===== src/rtl/prio_arbiter_if.sv =====
// Request/grant bundle between N requesters and the priority arbiter.
interface prio_arbiter_if #(
  parameter int unsigned N     = 8,
  parameter int unsigned IDX_W = $clog2(N)
);
  logic [N-1:0]     req;
  logic             mode_rr;
  logic             rel;
  logic [N-1:0]     gnt;
  logic [IDX_W-1:0] gnt_idx;
  logic             gnt_valid;
  logic             timeout;

  modport master (output req, mode_rr, rel,
                  input  gnt, gnt_idx, gnt_valid, timeout);
  modport slave  (input  req, mode_rr, rel,
                  output gnt, gnt_idx, gnt_valid, timeout);
endinterface


===== src/rtl/prio_arbiter.sv =====
// Registered priority arbiter: fixed or round-robin selection over a
// highest-set-bit encoder, grant held until release, drop or hold limit.
module prio_arbiter #(
  parameter int unsigned N        = 8,
  parameter int unsigned IDX_W    = $clog2(N),
  parameter int unsigned MAX_HOLD = 0
) (
  input logic            clk,
  input logic            rst_n,
  prio_arbiter_if.slave  bus
);

  localparam int unsigned CNT_W = (MAX_HOLD > 0) ? $clog2(MAX_HOLD + 1) : 1;

  typedef enum logic {IDLE, GRANT} state_t;

  state_t           state_q, state_d;
  logic [N-1:0]     gnt_q, gnt_d;
  logic [IDX_W-1:0] idx_q, idx_d;
  logic             valid_q, valid_d;
  logic             timeout_q, timeout_d;
  logic [IDX_W-1:0] ptr_q, ptr_d;
  logic [CNT_W-1:0] cnt_q, cnt_d;

  logic [N-1:0]     lower_req;
  logic [IDX_W-1:0] winner;
  logic             drop, at_limit;

  function automatic logic [IDX_W-1:0] highest_set(input logic [N-1:0] v);
    logic [IDX_W-1:0] r;
    r = '0;
    for (int i = 0; i < N; i++)
      if (v[i]) r = IDX_W'(i);
    return r;
  endfunction

  // Round-robin looks below the last winner first, then wraps from the top.
  always_comb begin
    lower_req = bus.req & ((N'(1) << ptr_q) - N'(1));
    if (bus.mode_rr && (|lower_req)) winner = highest_set(lower_req);
    else                             winner = highest_set(bus.req);
  end

  assign drop     = ~bus.req[idx_q];
  assign at_limit = (MAX_HOLD != 0) && (cnt_q == CNT_W'(MAX_HOLD));

  always_comb begin
    state_d   = state_q;
    gnt_d     = gnt_q;
    idx_d     = idx_q;
    valid_d   = valid_q;
    timeout_d = 1'b0;
    ptr_d     = ptr_q;
    cnt_d     = cnt_q;
    unique case (state_q)
      IDLE: begin
        gnt_d   = '0;
        idx_d   = '0;
        valid_d = 1'b0;
        if (|bus.req) begin
          state_d = GRANT;
          gnt_d   = N'(1) << winner;
          idx_d   = winner;
          valid_d = 1'b1;
          ptr_d   = winner;
          cnt_d   = CNT_W'(1);
        end
      end
      GRANT: begin
        if (bus.rel || drop || at_limit) begin
          state_d   = IDLE;
          gnt_d     = '0;
          idx_d     = '0;
          valid_d   = 1'b0;
          cnt_d     = '0;
          timeout_d = at_limit && !bus.rel && !drop;
        end else if (!at_limit) begin
          cnt_d = cnt_q + CNT_W'(1);
        end
      end
      default: state_d = IDLE;
    endcase
  end

  always_ff @(posedge clk or negedge rst_n) begin
    if (!rst_n) begin
      state_q   <= IDLE;
      gnt_q     <= '0;
      idx_q     <= '0;
      valid_q   <= 1'b0;
      timeout_q <= 1'b0;
      ptr_q     <= '0;
      cnt_q     <= '0;
    end else begin
      state_q   <= state_d;
      gnt_q     <= gnt_d;
      idx_q     <= idx_d;
      valid_q   <= valid_d;
      timeout_q <= timeout_d;
      ptr_q     <= ptr_d;
      cnt_q     <= cnt_d;
    end
  end

  assign bus.gnt       = gnt_q;
  assign bus.gnt_idx   = idx_q;
  assign bus.gnt_valid = valid_q;
  assign bus.timeout   = timeout_q;

endmodule

===== src/flat_wrapper.sv =====
// flat-port wrapper written by rule: the top's interface ports become plain ports
module prio_arbiter_flat 
#(
  parameter int unsigned N        = 8,
  parameter int unsigned IDX_W    = $clog2(N),
  parameter int unsigned MAX_HOLD = 0
)
  (clk, rst_n, bus_req, bus_mode_rr, bus_rel, bus_gnt, bus_gnt_idx, bus_gnt_valid, bus_timeout);
  prio_arbiter_if #(.N(N), .IDX_W(IDX_W)) bus_i ();
  input logic clk;
  input logic rst_n;
  input wire logic [$bits(bus_i.req)-1:0] bus_req;
  input wire logic [$bits(bus_i.mode_rr)-1:0] bus_mode_rr;
  input wire logic [$bits(bus_i.rel)-1:0] bus_rel;
  output wire logic [$bits(bus_i.gnt)-1:0] bus_gnt;
  output wire logic [$bits(bus_i.gnt_idx)-1:0] bus_gnt_idx;
  output wire logic [$bits(bus_i.gnt_valid)-1:0] bus_gnt_valid;
  output wire logic [$bits(bus_i.timeout)-1:0] bus_timeout;
  assign bus_i.req = bus_req;
  assign bus_i.mode_rr = bus_mode_rr;
  assign bus_i.rel = bus_rel;
  assign bus_gnt = bus_i.gnt;
  assign bus_gnt_idx = bus_i.gnt_idx;
  assign bus_gnt_valid = bus_i.gnt_valid;
  assign bus_timeout = bus_i.timeout;
  prio_arbiter #(.N(N), .IDX_W(IDX_W), .MAX_HOLD(MAX_HOLD)) u_core (.clk(clk), .rst_n(rst_n), .bus(bus_i));
endmodule

===== config.mk =====
export PLATFORM = sky130hd
export DESIGN_NAME = prio_arbiter_flat
export DESIGN_NICKNAME = d
export VERILOG_FILES = /design/src/rtl/prio_arbiter_if.sv /design/src/rtl/prio_arbiter.sv /design/src/flat_wrapper.sv
export SDC_FILE = /design/constraint.sdc
export NUM_CORES = 1
export LEC_CHECK = 0
export BUFFER_PORTS_ARGS = -buffer_cell sky130_fd_sc_hd__clkbuf_2
export CAP_MARGIN = 20
export CORE_AREA = 2 2 53 55
export DETAILED_ROUTE_END_ITERATION = 10
export DIE_AREA = 0 0 55 57
export GPL_ROUTABILITY_DRIVEN = 1
export GPL_TIMING_DRIVEN = 0
export PLACE_DENSITY = 0.63
export SYNTH_ARGS = -nofsm -noshare
export SYNTH_HDL_FRONTEND = slang
export SYNTH_SLANG_ARGS = --single-unit

===== constraint.sdc =====
create_clock -name clk -period 3.2 [get_ports clk]
set_input_delay 0.32 -clock clk [delete_from_list [all_inputs] [get_ports clk]]
set_output_delay 0.32 -clock clk [all_outputs]
set_load 0.02 [all_outputs]

==> impl_metrics.yaml <==
placement:
  port_buffers: 22
  place_congestion: 0.843
  numPlacedInstances: 167
  hpwlAfterDp_mm: 1.95
floorplanning:
  chipHeight_um: 57
  io_pins: 25
  num_rows: 19
  dieArea_sq_um: 3140
  dieWidth_um: 55
  start_util: 0.430
  core_area_sq_um: 2620
routing:
  viasPerCell: 5.81
  wl_mm: 2.49
  vias: 994
  antenna_left: 0
  drt_iter0_markers: 29
  avgRoutedWirePerCell_um: 14.6
  dr.pass1.iters: 4
  drc: 0
global_routing:
  grt_pass1_wl_mm: 4.03
  grt_max_degree: 17
  antenna_found_initial: 0
  overflow: 0
  grt_pass1_vias: 896
  grt_usage: 0.175
hold_path:
  hp-class: "primary input to register"
  min_path_cells: 3
  min_to: "u_core.bus.gnt_idx[2]$_DFFE_PN0P_"
  hp-start: "bus_rel"
power:
  clockPowerShare: 0.089
  ir_drop_mv: 0.573
  switching_share: 0.461
  powerDensity_nw_per_um2: 886
  p_leak_nw: 0.604
  p_int_mw: 0.623
  p_comb_frac: 0.615
  seqPwrFrac: 0.296
  power_switching_mw: 0.534
clock_network:
  path_clk_slew_ns: 0.08
  cts_made_buffers: 3
  cts_tree: "done"
  cts_resized: 0
  post-cts-setup-buffer-count: 0
  htree_num_levels: 1
  clk_path_buf_depth: 2
  hold_buffers: 1
  clk_latency_ns: 0.28
  cts_root_buf: "clkbuf_4"
  cts_num_sinks: 16
logic_synthesis:
  ys_types: 48
  ys_seq_area_frac: 0.356
  synthFlopType: "dfrtp_1"
  syn_area_sq_um: 1120
  syn_nets: 127
  async_reset_ff_frac: 1.00
  synth-edff-count: 0
  ys_ff_latch: 16
  synth_warnings: 0
  synthCells: 114
  syn_avg_cell_area_sq_um: 9.86
sta:
  setup_viol: 0
  hold_violations: 0
  tightest_slew_ns: 0.540
  final_period_minus_worst_setup_slack_ns: 2.93
  slew_headroom: 0.640
  finClkSkew_ns: 0.000738
  slew_violations: 0
  fin_setup_tns_ns: 0
  rsz0062_at_grt: "no"
  timing.fmax_ghz: 0.342
  holdWs_ns: 0.347
  fin_crit_sh: 0.914
critical_path:
  cp_max_fo: 10
  crit_path_start_kind: "register"
  cp-end-kind: "register"
  rrSetupSlack_ns: 0.27
  worstPathArrival_ns: 3.10
  r2r-start: "u_core.ptr_q[1]$_DFFE_PN0P_"
  reg2reg_to: "u_core.bus.gnt[4]$_DFFE_PN0P_"
  worst-setup-path-type: "register to register"
  crit_required_ns: 3.38
  ff2ff_path_depth: 10
finish:
  layout_common_cells: "clkbuf_2, dfrtp_1, nand2_1, a32o_1"
  fin_cells: 171
  synthToLayoutAreaGrowth_pct: 16.1
  diodes: 0
  drive_gt1_frac: 0.307
  fin_nets: 155
  layout_commonest_cell: "clkbuf_2"
job:
  cap_violations: 0
outcome:
  status: "finished, final reports clean"
-- cells by family after synthesis --
kind of cell / count (synthesis) / synth area share
AOI/OAI and AO/OA: 34 / 0.246
xor gates and xnor gates: 1 / 0.00780
adders and majority gates: 1 / 0.0111
buffers and inverters: 12 / 0.0568
DFF: 16 / 0.356
muxes: 6 / 0.0802
other: 1 / 0.00334
and+or+nand+nor: 43 / 0.238
-- sequential cells by signal (all words and copies together) (netlist names) --
signal and flops:
u_core.state_q 1, u_core.bus.gnt 8, u_core.bus.gnt_idx 3, u_core.bus.gnt_valid 1, u_core.ptr_q 3
-- Yosys cell counts, drive strengths merged (2+ instances only) --
cell    number  area share
clkbuf       2      0.0067
a41oi        2       0.016
dfrtp       16        0.36
o21ai        8       0.036
and2         2       0.013
inv          4       0.013
a32o         8       0.071
a21oi        6       0.027
nor3b        2       0.023
nand2b       4       0.029
nor2         3       0.010
nand2       12       0.042
buf          6       0.037
a21o         2       0.013
nand3        5       0.022
mux4         2       0.040
mux2i        3       0.027
nor4         2       0.011
nor3         3       0.013
-- per-stage QoR --
stage / area [sq um] / power, mW / util / setup WS [ns]
after floorplan: 1120 / 0.887 / - / 0.435
after global placement: 1270 / 1.05 / 0.487 / 0.323
after detailed placement: 1270 / 1.06 / 0.487 / 0.281
after CTS: 1310 / 1.16 / 0.499 / 0.261
after global routing: 1310 / 1.25 / 0.499 / 0.121
final: 1310 / 1.16 / 0.499 / 0.274
-- metal layers --
layer / global-route usage / vias to the layer above / routed length [um]
li1: - / 485 / -
met3: 0.0288 / 5 / 136
met1: 0.255 / 467 / 1180
met4: 0.0732 / 0 / 38
met2: 0.257 / 37 / 1130
met5: 0 / - / 0
-- power groups by stage --
stage,clock network (mW),logic (mW),registers (mW)
after floorplan,0,0.485,0.402
after global placement,0,0.702,0.344
after detailed placement,0,0.711,0.348
after CTS,0.105,0.714,0.344
after global routing,0.116,0.780,0.355
final,0.103,0.711,0.343
-- critical path: stages, from the launching register on --
cell and delay [ns]:
dfrtp_1 0.43, buf_2 0.19, or3_1 0.38, ha_1 0.19
buf_2 0.17, a21o_1 0.17, nand3_1 0.11, nand3_1 0.13
o41ai_4 0.42, mux2_4 0.37, a32o_1 0.25
-- final cells by class --
type / count / area [sq um]
Inverter: 4 / 15.0
Fill cell: 272 / 1310
Clock buffer: 3 / 22.5
Sequential cell: 16 / 400
Tap cell: 31 / 38.8
Multi-Input combinational cell: 86 / 659
Timing Repair Buffer: 23 / 120
Buffer: 8 / 48.8
-- how the worst max path moves through the flow --
stage                           startpoint                       endpoint  slack (ns)  depth (start not counted)
2_1_floorplan  u_core.ptr_q[1]$_DFFE_PN0P_  u_core.bus.gnt[0]$_DFFE_PN0P_        0.43                         10
6_report       u_core.ptr_q[1]$_DFFE_PN0P_  u_core.bus.gnt[4]$_DFFE_PN0P_        0.27                         10
4_1_cts        u_core.ptr_q[1]$_DFFE_PN0P_  u_core.bus.gnt[0]$_DFFE_PN0P_        0.26                         10
3_3_place_gp   u_core.ptr_q[1]$_DFFE_PN0P_  u_core.bus.gnt[4]$_DFFE_PN0P_        0.32                         10
3_5_place_dp   u_core.ptr_q[1]$_DFFE_PN0P_  u_core.bus.gnt[0]$_DFFE_PN0P_        0.28                         10
5_1_grt        u_core.ptr_q[1]$_DFFE_PN0P_  u_core.bus.gnt[6]$_DFFE_PN0P_        0.12                         10
No activity file was read; power rests on OpenSTA's default activity.
